==> src/rtl/change_dispenser_pkg.sv <==
// Shared definitions for the change dispenser: sizing constants and FSM state codes.
package change_dispenser_pkg;

    localparam int unsigned K_NUM_COINS      = 3;
    localparam int unsigned K_TOTAL_BITS     = 31;
    localparam int unsigned K_COIN_BITS      = 32;
    localparam int unsigned K_RETURN_TIMEOUT = 100;

    typedef enum logic [1:0] {
        DISP_IDLE = 2'd0,
        DISP_RUN  = 2'd1,
        DISP_DONE = 2'd2
    } disp_state_e;

endpackage

==> src/rtl/change_dispenser_coin_selector.sv <==
// Greedy coin picker (combinational).
//   remainder   : amount still to be returned
//   coin_value  : NUM_COINS x 32-bit denominations, strictly ascending by index
//   sel_c       : one-hot index of the largest denomination <= remainder
//   none_fits_c : no denomination fits (remainder below the smallest coin)
module change_dispenser_coin_selector
    import change_dispenser_pkg::*;
#(
    parameter int unsigned NUM_COINS  = K_NUM_COINS,
    parameter int unsigned TOTAL_BITS = K_TOTAL_BITS
) (
    input  logic [TOTAL_BITS-1:0]             remainder,
    input  logic [NUM_COINS*K_COIN_BITS-1:0]  coin_value,
    output logic [NUM_COINS-1:0]              sel_c,
    output logic                              none_fits_c
);

    logic [K_COIN_BITS-1:0] rem_ext;

    assign rem_ext = K_COIN_BITS'(remainder);

    // Ascending scan: the last hit is the highest fitting index.
    always_comb begin
        sel_c = '0;
        for (int i = 0; i < int'(NUM_COINS); i++) begin
            if (coin_value[i*K_COIN_BITS +: K_COIN_BITS] <= rem_ext) begin
                sel_c = '0;
                sel_c[i] = 1'b1;
            end
        end
    end

    assign none_fits_c = (sel_c == '0);

endmodule

==> src/rtl/change_dispenser.sv <==
// Change dispenser: latches the machine total on a return request and pays it out
// as coins, largest denomination first, one coin per hopper handshake.
// Optional feature macro: RETURN_TIMEOUT_EN (auto-return after an idle timeout).
// Ports:
//   clk, reset         : clock, synchronous active-high reset
//   i_trigger_return   : return request, honoured in IDLE only
//   i_activity         : user activity, restarts the idle timer (timeout build only)
//   i_hopper_ready     : hopper accepts the presented coin this cycle
//   current_total      : registered machine total, latched on trigger
//   coin_value         : NUM_COINS x 32-bit denominations, ascending
//   o_return_coin      : one-hot coin presented (0 when not valid)
//   o_coin_valid       : coin offered to hopper
//   o_busy             : return in progress (DISPENSE or DONE)
//   o_done             : one-cycle completion pulse
//   o_residual         : undispensable remainder, valid with o_done
module change_dispenser
    import change_dispenser_pkg::*;
#(
    parameter int unsigned NUM_COINS  = K_NUM_COINS,
    parameter int unsigned TOTAL_BITS = K_TOTAL_BITS
`ifdef RETURN_TIMEOUT_EN
    ,
    parameter int unsigned TIMEOUT_CYCLES = K_RETURN_TIMEOUT
`endif
) (
    input  logic                             clk,
    input  logic                             reset,
    input  logic                             i_trigger_return,
    input  logic                             i_activity,
    input  logic                             i_hopper_ready,
    input  logic [TOTAL_BITS-1:0]            current_total,
    input  logic [NUM_COINS*K_COIN_BITS-1:0] coin_value,
    output logic [NUM_COINS-1:0]             o_return_coin,
    output logic                             o_coin_valid,
    output logic                             o_busy,
    output logic                             o_done,
    output logic [TOTAL_BITS-1:0]            o_residual
);

    disp_state_e             state_q, state_d;
    logic [TOTAL_BITS-1:0]   remainder_q, remainder_d;
    logic [NUM_COINS-1:0]    cur_sel_c, nxt_sel_c;
    logic                    cur_none_fits_c, nxt_none_fits_c;
    logic [K_COIN_BITS-1:0]  cur_value_c;
    logic [K_COIN_BITS-1:0]  rem_ext_c;
    logic                    transfer_c;
    logic                    trigger_c;

    // Coin matching the current remainder (what is on offer right now).
    change_dispenser_coin_selector #(
        .NUM_COINS  (NUM_COINS),
        .TOTAL_BITS (TOTAL_BITS)
    ) u_cur_sel (
        .remainder   (remainder_q),
        .coin_value  (coin_value),
        .sel_c       (cur_sel_c),
        .none_fits_c (cur_none_fits_c)
    );

    // Coin matching the next remainder; feeds the registered outputs.
    change_dispenser_coin_selector #(
        .NUM_COINS  (NUM_COINS),
        .TOTAL_BITS (TOTAL_BITS)
    ) u_nxt_sel (
        .remainder   (remainder_d),
        .coin_value  (coin_value),
        .sel_c       (nxt_sel_c),
        .none_fits_c (nxt_none_fits_c)
    );

    // Value of the offered coin, picked by its one-hot select.
    always_comb begin
        cur_value_c = '0;
        for (int i = 0; i < int'(NUM_COINS); i++) begin
            if (cur_sel_c[i]) begin
                cur_value_c = cur_value_c | coin_value[i*K_COIN_BITS +: K_COIN_BITS];
            end
        end
    end

    assign rem_ext_c  = K_COIN_BITS'(remainder_q);
    assign transfer_c = o_coin_valid & i_hopper_ready;

`ifdef RETURN_TIMEOUT_EN
    logic [31:0] timer_q, timer_d;
    logic        timeout_fire_c;

    // Idle timer: counts quiet idle cycles while money is held.
    always_comb begin
        timer_d        = timer_q;
        timeout_fire_c = 1'b0;
        if ((state_q != DISP_IDLE) || i_activity || (current_total == '0)) begin
            timer_d = '0;
        end else if (timer_q == 32'(TIMEOUT_CYCLES - 1)) begin
            timer_d        = '0;
            timeout_fire_c = 1'b1;
        end else begin
            timer_d = timer_q + 32'd1;
        end
    end

    always_ff @(posedge clk) begin
        if (reset) begin
            timer_q <= '0;
        end else begin
            timer_q <= timer_d;
        end
    end

    // A coincident user trigger merges into the same single return.
    assign trigger_c = i_trigger_return | timeout_fire_c;
`else
    logic unused_activity;

    assign unused_activity = i_activity;
    assign trigger_c       = i_trigger_return;
`endif

    // Remainder update: load on trigger, subtract on each accepted coin, clear after DONE.
    always_comb begin
        remainder_d = remainder_q;
        case (state_q)
            DISP_IDLE: begin
                if (trigger_c) begin
                    remainder_d = current_total;
                end
            end
            DISP_RUN: begin
                if (transfer_c && !cur_none_fits_c) begin
                    remainder_d = TOTAL_BITS'(rem_ext_c - cur_value_c);
                end
            end
            default: begin
                remainder_d = '0;
            end
        endcase
    end

    // Next state: DONE as soon as nothing more fits.
    always_comb begin
        state_d = state_q;
        case (state_q)
            DISP_IDLE: begin
                if (trigger_c) begin
                    state_d = nxt_none_fits_c ? DISP_DONE : DISP_RUN;
                end
            end
            DISP_RUN: begin
                // cur_none_fits_c only guards against denominations changed mid-return.
                if (cur_none_fits_c || (transfer_c && nxt_none_fits_c)) begin
                    state_d = DISP_DONE;
                end
            end
            DISP_DONE: begin
                state_d = DISP_IDLE;
            end
            default: begin
                state_d = DISP_IDLE;
            end
        endcase
    end

    // State, remainder and outputs; outputs are registered from next-state values
    // so a coin appears the cycle after the trigger and holds until accepted.
    always_ff @(posedge clk) begin
        if (reset) begin
            state_q       <= DISP_IDLE;
            remainder_q   <= '0;
            o_return_coin <= '0;
            o_coin_valid  <= 1'b0;
            o_busy        <= 1'b0;
            o_done        <= 1'b0;
            o_residual    <= '0;
        end else begin
            state_q       <= state_d;
            remainder_q   <= remainder_d;
            o_coin_valid  <= (state_d == DISP_RUN);
            o_return_coin <= (state_d == DISP_RUN) ? nxt_sel_c : '0;
            o_busy        <= (state_d != DISP_IDLE);
            o_done        <= (state_d == DISP_DONE);
            o_residual    <= (state_d == DISP_DONE) ? remainder_d : '0;
        end
    end

endmodule
==> config.mk <==
export PLATFORM = sky130hd
export DESIGN_NAME = change_dispenser
export DESIGN_NICKNAME = d
export VERILOG_FILES = /design/src/rtl/change_dispenser_pkg.sv /design/src/rtl/change_dispenser_coin_selector.sv /design/src/rtl/change_dispenser.sv
export SDC_FILE = /design/constraint.sdc
export NUM_CORES = 1
export LEC_CHECK = 0
export CAP_MARGIN = 0
export CORE_MARGIN = 2
export CORE_UTILIZATION = 40
export DETAILED_ROUTE_END_ITERATION = 10
export SYNTH_ARGS = -nofsm -noshare
export SYNTH_HDL_FRONTEND = slang
export SYNTH_SLANG_ARGS = --single-unit
==> constraint.sdc <==
create_clock -name clk -period 23.4 [get_ports clk]
set_clock_uncertainty 0.05 [all_clocks]
set_input_delay 7.02 -clock clk [delete_from_list [all_inputs] [get_ports clk]]
set_output_delay 7.02 -clock clk [all_outputs]
set_load 0.05 [all_outputs]
==> impl_metrics.ini, run 1 <==
[layout]
final-seq-area_sq_um = 1400
nets = 1711
drive_gt1_share_pct = 3.44
multi_input_area_sq_um = 7520
syn2layout_area_growth_pct = 24.6
final_cell_mix = ha_1 (216), clkdlybuf4s50_1 (166), nor2_1 (145)
final_cells = 1680
fill_cells = 2259
mostFrequentLayoutCell = ha_1
diodes = 0

[place]
place_inst = 1664
gp_congestion = 0.956
port_buffers = 167
hpwl_mm = 27.8

[logic_synthesis]
ys_seq_area_share_pct = 15.0
synth_enable_flop_cells = 0
synthCells = 1212
synthesis.nets = 1561
ys.flop_type = dfxtp_1
ys_types = 65
ys_ff_latch = 70
post_synth_instance_area_sq_um = 9360
ys_async_sr_fraction_pct = 0
synth_warnings = 0
syn_area_per_cell_sq_um = 7.72

[clock_tree]
tritoncts = built
cts.sink_count = 70
root_buffer = clkbuf_16
numCtsBuffers = 9
post-cts-setup-buffers = 0
cts_buffer_depth = 2
postCtsResizedCells = 0
clkTransAtPathRegs_ns = 0.06
postCtsHoldBufs = 0
htree_num_levels = 3
clk_latency_ns = 0.36

[pwr]
p_leak_nw = 5.05
p_comb_share_pct = 66.4
pwr-share-clk_pct = 16.8
finalPower_uw = 873
power.density_nw_per_um2 = 74.9
p_seq_share_pct = 16.8
switching_share_pct = 49.0
peakVddDrop_uv = 39.6
netSwitchingPower_uw = 428
p_int_uw = 445

[routing]
vias_per_cell = 5.85
drt_iter0_drc = 650
wl_mm = 34.2
drc_errors = 0
routedWlPerCell_microns = 20.4
vias = 9827
ant_nets = 0
firstDrtPassIters = 5

[setup_path]
r2r_slack_ns = 12.42
reg2reg_from = remainder_q[29]
cp_max_fo = 23
r2r_end = o_residual[0]
crit_type = in -> reg
endpoint_kind = flip-flop
slowest_stage = nor4_1
required_ns = 23.59
reg2reg_depth = 35
crit_top_cell = ha_1
critPathLaunchType = input pin
worstPathArrival_ns = 17.82
critPathMaxStageDelay_ns = 0.75

[hold_path]
hold_path_class = reg -> reg
hp-start = remainder_q[17]
holdPathEnd = remainder_q[17]
hold_depth = 2

[global_route]
overflow = 0
first_global_vias = 9516
grt_pass1_wl_mm = 52.5
grtUsageTotal_pct = 27.7
grt_max_degree = 64
antenna_found_initial = 0

[timing]
tightestPinTransition_ns = 1.14
rsz0062_at_grt = false
hold_viol_final = 0
post-route-period-util_pct = 75.3
tns_ns = 0
max_freq_ghz = 0.0567
slew_violations = 0
maxSlewHeadroom_pct = 21.8
setup_viol = 0
fin_crit_ns = 17.63

[die]
die_w_microns = 157
design.die.area_sq_um = 24600
ios = 169
rows = 55
coreArea_sq_um = 22800
start_util_pct = 41.1
die_h_microns = 157

[run_status]
status = complete, no violations

[job]
cap_violations = 0
power by group through the flow:
stage	logic [mW]	registers [mW]	clock network, mW
2_1_floorplan	0.372	0.170	0
3_3_place_gp	0.561	0.149	0
3_5_place_dp	0.568	0.149	0
4_1_cts	0.572	0.146	0.148
5_1_grt	0.644	0.148	0.152
6_report	0.579	0.147	0.147
critical path, delay by kind of cell:
kind	cells	cell delay (ns)
AND/OR/NAND/NOR	13	4.24
AO/OA/AOI/OAI	14	3.97
adder cells (fa/ha/maj)	3	0.94
buffers and inverters	4	1.48
multiplexers	1	0.14
metal layers:
metal,global-route usage [%],part of all wire [%]
met3,3.33,5.8
met2,45.7,45
met1,38.0,46
met4,8.30,2.6
met5,0,0
sequential cells by signal (all words and copies together), names as in the netlist:
signal and flops:
o_busy 1, remainder_q 31, o_done 1, o_coin_valid 1, o_return_coin 3, o_residual 31, state_q 2
metrics by stage:
stage / utilization (%) / cell area, sq um / setup slack (ns) / hold slack [ns]
finish: 51.2 / 11700 / 5.77 / 0.568
detailed placement: 49.8 / 11400 / 5.50 / 0.552
global route: 51.2 / 11700 / 5.10 / 0.600
CTS: 51.2 / 11700 / 5.92 / 0.566
global placement: 49.8 / 11400 / 5.56 / 0.548
floorplan: - / 9360 / 8.89 / 0.529
cell type report:
class | count | share of cell area, %
Inverter | 61 | 1.96
Sequential cell | 70 | 12.0
Multi-Input combinational cell | 1034 | 64.6
Clock inverter | 6 | 0.601
Tap cell | 313 | 3.36
Clock buffer | 10 | 1.96
Timing Repair Buffer | 186 | 15.5
worst max-delay path by stage:
stage               slack (ns)           start              to  depth (start not counted)
floorplan                 8.89   coin_value[1]  o_residual[17]                         33
global placement          5.56  coin_value[29]   o_residual[0]                         36
detailed placement        5.50  coin_value[29]   o_residual[0]                         35
CTS                       5.92  coin_value[29]   o_residual[0]                         35
global route              5.10  coin_value[29]  o_residual[27]                         36
finish                    5.77  coin_value[29]   o_residual[0]                         35
cell families (layout without fill, tap and decap cells):
family	count (synthesis)	in the layout	share of synthesized area, %
adders and majority gates	217	217	29.1
DFF	70	70	15.0
buffers and inverters	108	263	4.64
AOI/OAI and AO/OA	381	381	26.4
muxes	26	26	2.78
xor gates and xnor gates	18	18	1.69
and+or+nand+nor	392	392	20.4
cells in the mapped netlist (all sizes together), types with 6 or more instances:
library cell | count | area share, %
a2111oi | 7 | 0.79
a211o | 10 | 0.94
a211oi | 14 | 1.2
a21o | 36 | 2.9
a21oi | 144 | 7.7
a221oi | 7 | 0.66
a22oi | 32 | 2.6
a31oi | 7 | 0.47
and2 | 7 | 0.47
and3 | 11 | 0.74
and4 | 6 | 0.56
buf | 14 | 0.87
clkbuf | 33 | 1.3
dfxtp | 70 | 15
ha | 216 | 29
inv | 61 | 2.4
mux2i | 26 | 2.8
nand2 | 77 | 3.1
nand2b | 6 | 0.40
nand3 | 32 | 1.7
nand4 | 36 | 2.4
nor2 | 145 | 5.8
nor2b | 18 | 1.2
nor3 | 19 | 1.0
nor4 | 11 | 0.90
o211a | 8 | 0.86
o211ai | 8 | 0.64
o21a | 7 | 0.56
o21ai | 63 | 3.4
o21bai | 6 | 0.48
o31ai | 6 | 0.48
xnor2 | 8 | 0.75
xor2 | 10 | 0.94
(Power assumes the default switching activity.)
==> run 2: changes to the inputs <==
Clock period 23.4 ns to 17.5 ns, I/O delays scaled along.
==> run 2 against run 1 <==
Net effect: die area is the same; register-to-register slack got worse by 5.4 ns; global-route usage rose by 0.18 points; combinational power increased by 32%; non-clock buffer count decreased by 5.
==> impl_metrics.ini, run 2 (synthesized netlist as in run 1, its figures left out) <==
[die]
rows = 55
start_util_pct = 41.1
ios = 169
coreArea_sq_um = 22800
design.die.area_sq_um = 24600
die_h_microns = 157
die_w_microns = 157

[pwr]
p_leak_nw = 5.01
pwr-share-clk_pct = 16.0
power.density_nw_per_um2 = 99.1
peakVddDrop_uv = 47.7
p_int_uw = 577
p_seq_share_pct = 17.4
netSwitchingPower_uw = 572
switching_share_pct = 49.8
p_comb_share_pct = 66.6

[setup_path]
critPathMaxStageDelay_ns = 0.78
endpoint_kind = flip-flop
crit_top_cell = ha_1
worstPathArrival_ns = 15.57
crit_path_start = coin_value[29]
r2r_end = o_residual[22]
reg2reg_depth = 34
slowest_stage = nor4_1
crit_type = in -> reg
r2r_slack_ns = 6.99
cp_max_fo = 29
reg2reg_from = remainder_q[30]
required_ns = 17.68
critPathLaunchType = input pin

[place]
post-place-ws_ns = 1.94
hpwl_mm = 27.7
gp_congestion = 0.953
port_buffers = 167

[clock_tree]
postCtsResizedCells = 0
htree_num_levels = 3
cts.sink_count = 70
numCtsBuffers = 9
cts_buffer_depth = 2
root_buffer = clkbuf_16
tritoncts = built
postCtsHoldBufs = 0
clk_latency_ns = 0.36
clkTransAtPathRegs_ns = 0.06
post-cts-setup-buffers = 0

[global_route]
antenna_found_initial = 0
first_global_vias = 9422
grt_max_degree = 61
grt_pass1_wl_mm = 52.5
overflow = 0
grtUsageTotal_pct = 27.9

[hold_path]
hold_path_class = reg -> reg
holdPathEnd = o_residual[30]
hold_depth = 1
hp-start = state_q[0]

[routing]
vias = 9775
vias_per_cell = 5.84
drt_iter0_drc = 659
ant_nets = 0
drc_errors = 0
firstDrtPassIters = 5
wl_mm = 34.4
routedWlPerCell_microns = 20.5

[layout]
nets = 1706
syn2layout_area_growth_pct = 24.0
mostFrequentLayoutCell = ha_1
largestRegisters = o_residual x31, remainder_q x31, o_return_coin x3
final_cell_mix = ha_1 (216), clkdlybuf4s50_1 (166), nor2_1 (145)
diodes = 0
drive_gt1_share_pct = 3.16

[timing]
slew_violations = 0
maxSlewHeadroom_pct = 26.0
rsz0062_at_grt = false
tightestPinTransition_ns = 1.08
max_freq_ghz = 0.0650
hold_viol_final = 0
tns_ns = 0
fin_crit_ns = 15.39
post-route-period-util_pct = 87.9
setup_viol = 0
final.setup.worst_slack_ns = 2.11

[run_status]
status = complete, no violations

[job]
cap_violations = 0
==> run 2: worst max-delay path by stage <==
stage	to	slack, ns	cells past startpoint
after CTS	o_residual[22]	2.27	35
after global routing	o_residual[22]	1.52	34
after floorplan	o_residual[17]	4.76	33
after detailed placement	o_residual[22]	1.94	35
final	o_residual[22]	2.11	34
after global placement	o_residual[22]	2.02	34
==> run 2: cell type report <==
cell class,instances,area (sq um)
Sequential cell,70,1400
Timing Repair Buffer,181,1770
Clock buffer,9,225
Multi-Input combinational cell,1034,7520
Fill cell,2260,11200
Inverter,61,229
Tap cell,313,392
Clock inverter,7,55.1
==> run 2: stage by stage <==
stage / power [mW] / instance area [sq um] / util [%] / cells / hold slack, ns
6_report: 1.15 / 11600 / 50.9 / 1675 / 0.415
5_1_grt: 1.25 / 11600 / 50.9 / 1675 / 0.437
4_1_cts: 1.15 / 11600 / 50.9 / 1675 / 0.423
3_5_place_dp: 0.954 / 11300 / 49.7 / 1659 / 0.413
3_3_place_gp: 0.945 / 11300 / 49.7 / 1659 / 0.399
2_1_floorplan: 0.725 / 9360 / - / 1212 / 0.529
==> run 2: routing by layer <==
layer | routed length (microns) | vias up | track usage, %
met2 | 15300 | 349 | 45.2
met5 | 0 | - | 0
li1 | - | 4842 | -
met4 | 1080 | 0 | 8.91
met3 | 1860 | 62 | 2.62
met1 | 16100 | 4522 | 39.1
==> run 2: power groups by stage <==
stage / logic [mW] / clock network [mW] / registers, mW
detailed placement: 0.750 / 0 / 0.203
finish: 0.765 / 0.184 / 0.200
global placement: 0.743 / 0 / 0.203
global route: 0.851 / 0.194 / 0.203
CTS: 0.756 / 0.190 / 0.200
floorplan: 0.498 / 0 / 0.227
==> run 2: critical path: cells and delay by family <==
family                   cells  cell delay (ns)
AO/OA/AOI/OAI               16             4.70
AND/OR/NAND/NOR             11             3.38
buffers and inverters        3             1.07
adder cells (fa/ha/maj)      3             0.98
multiplexers                 1             0.15
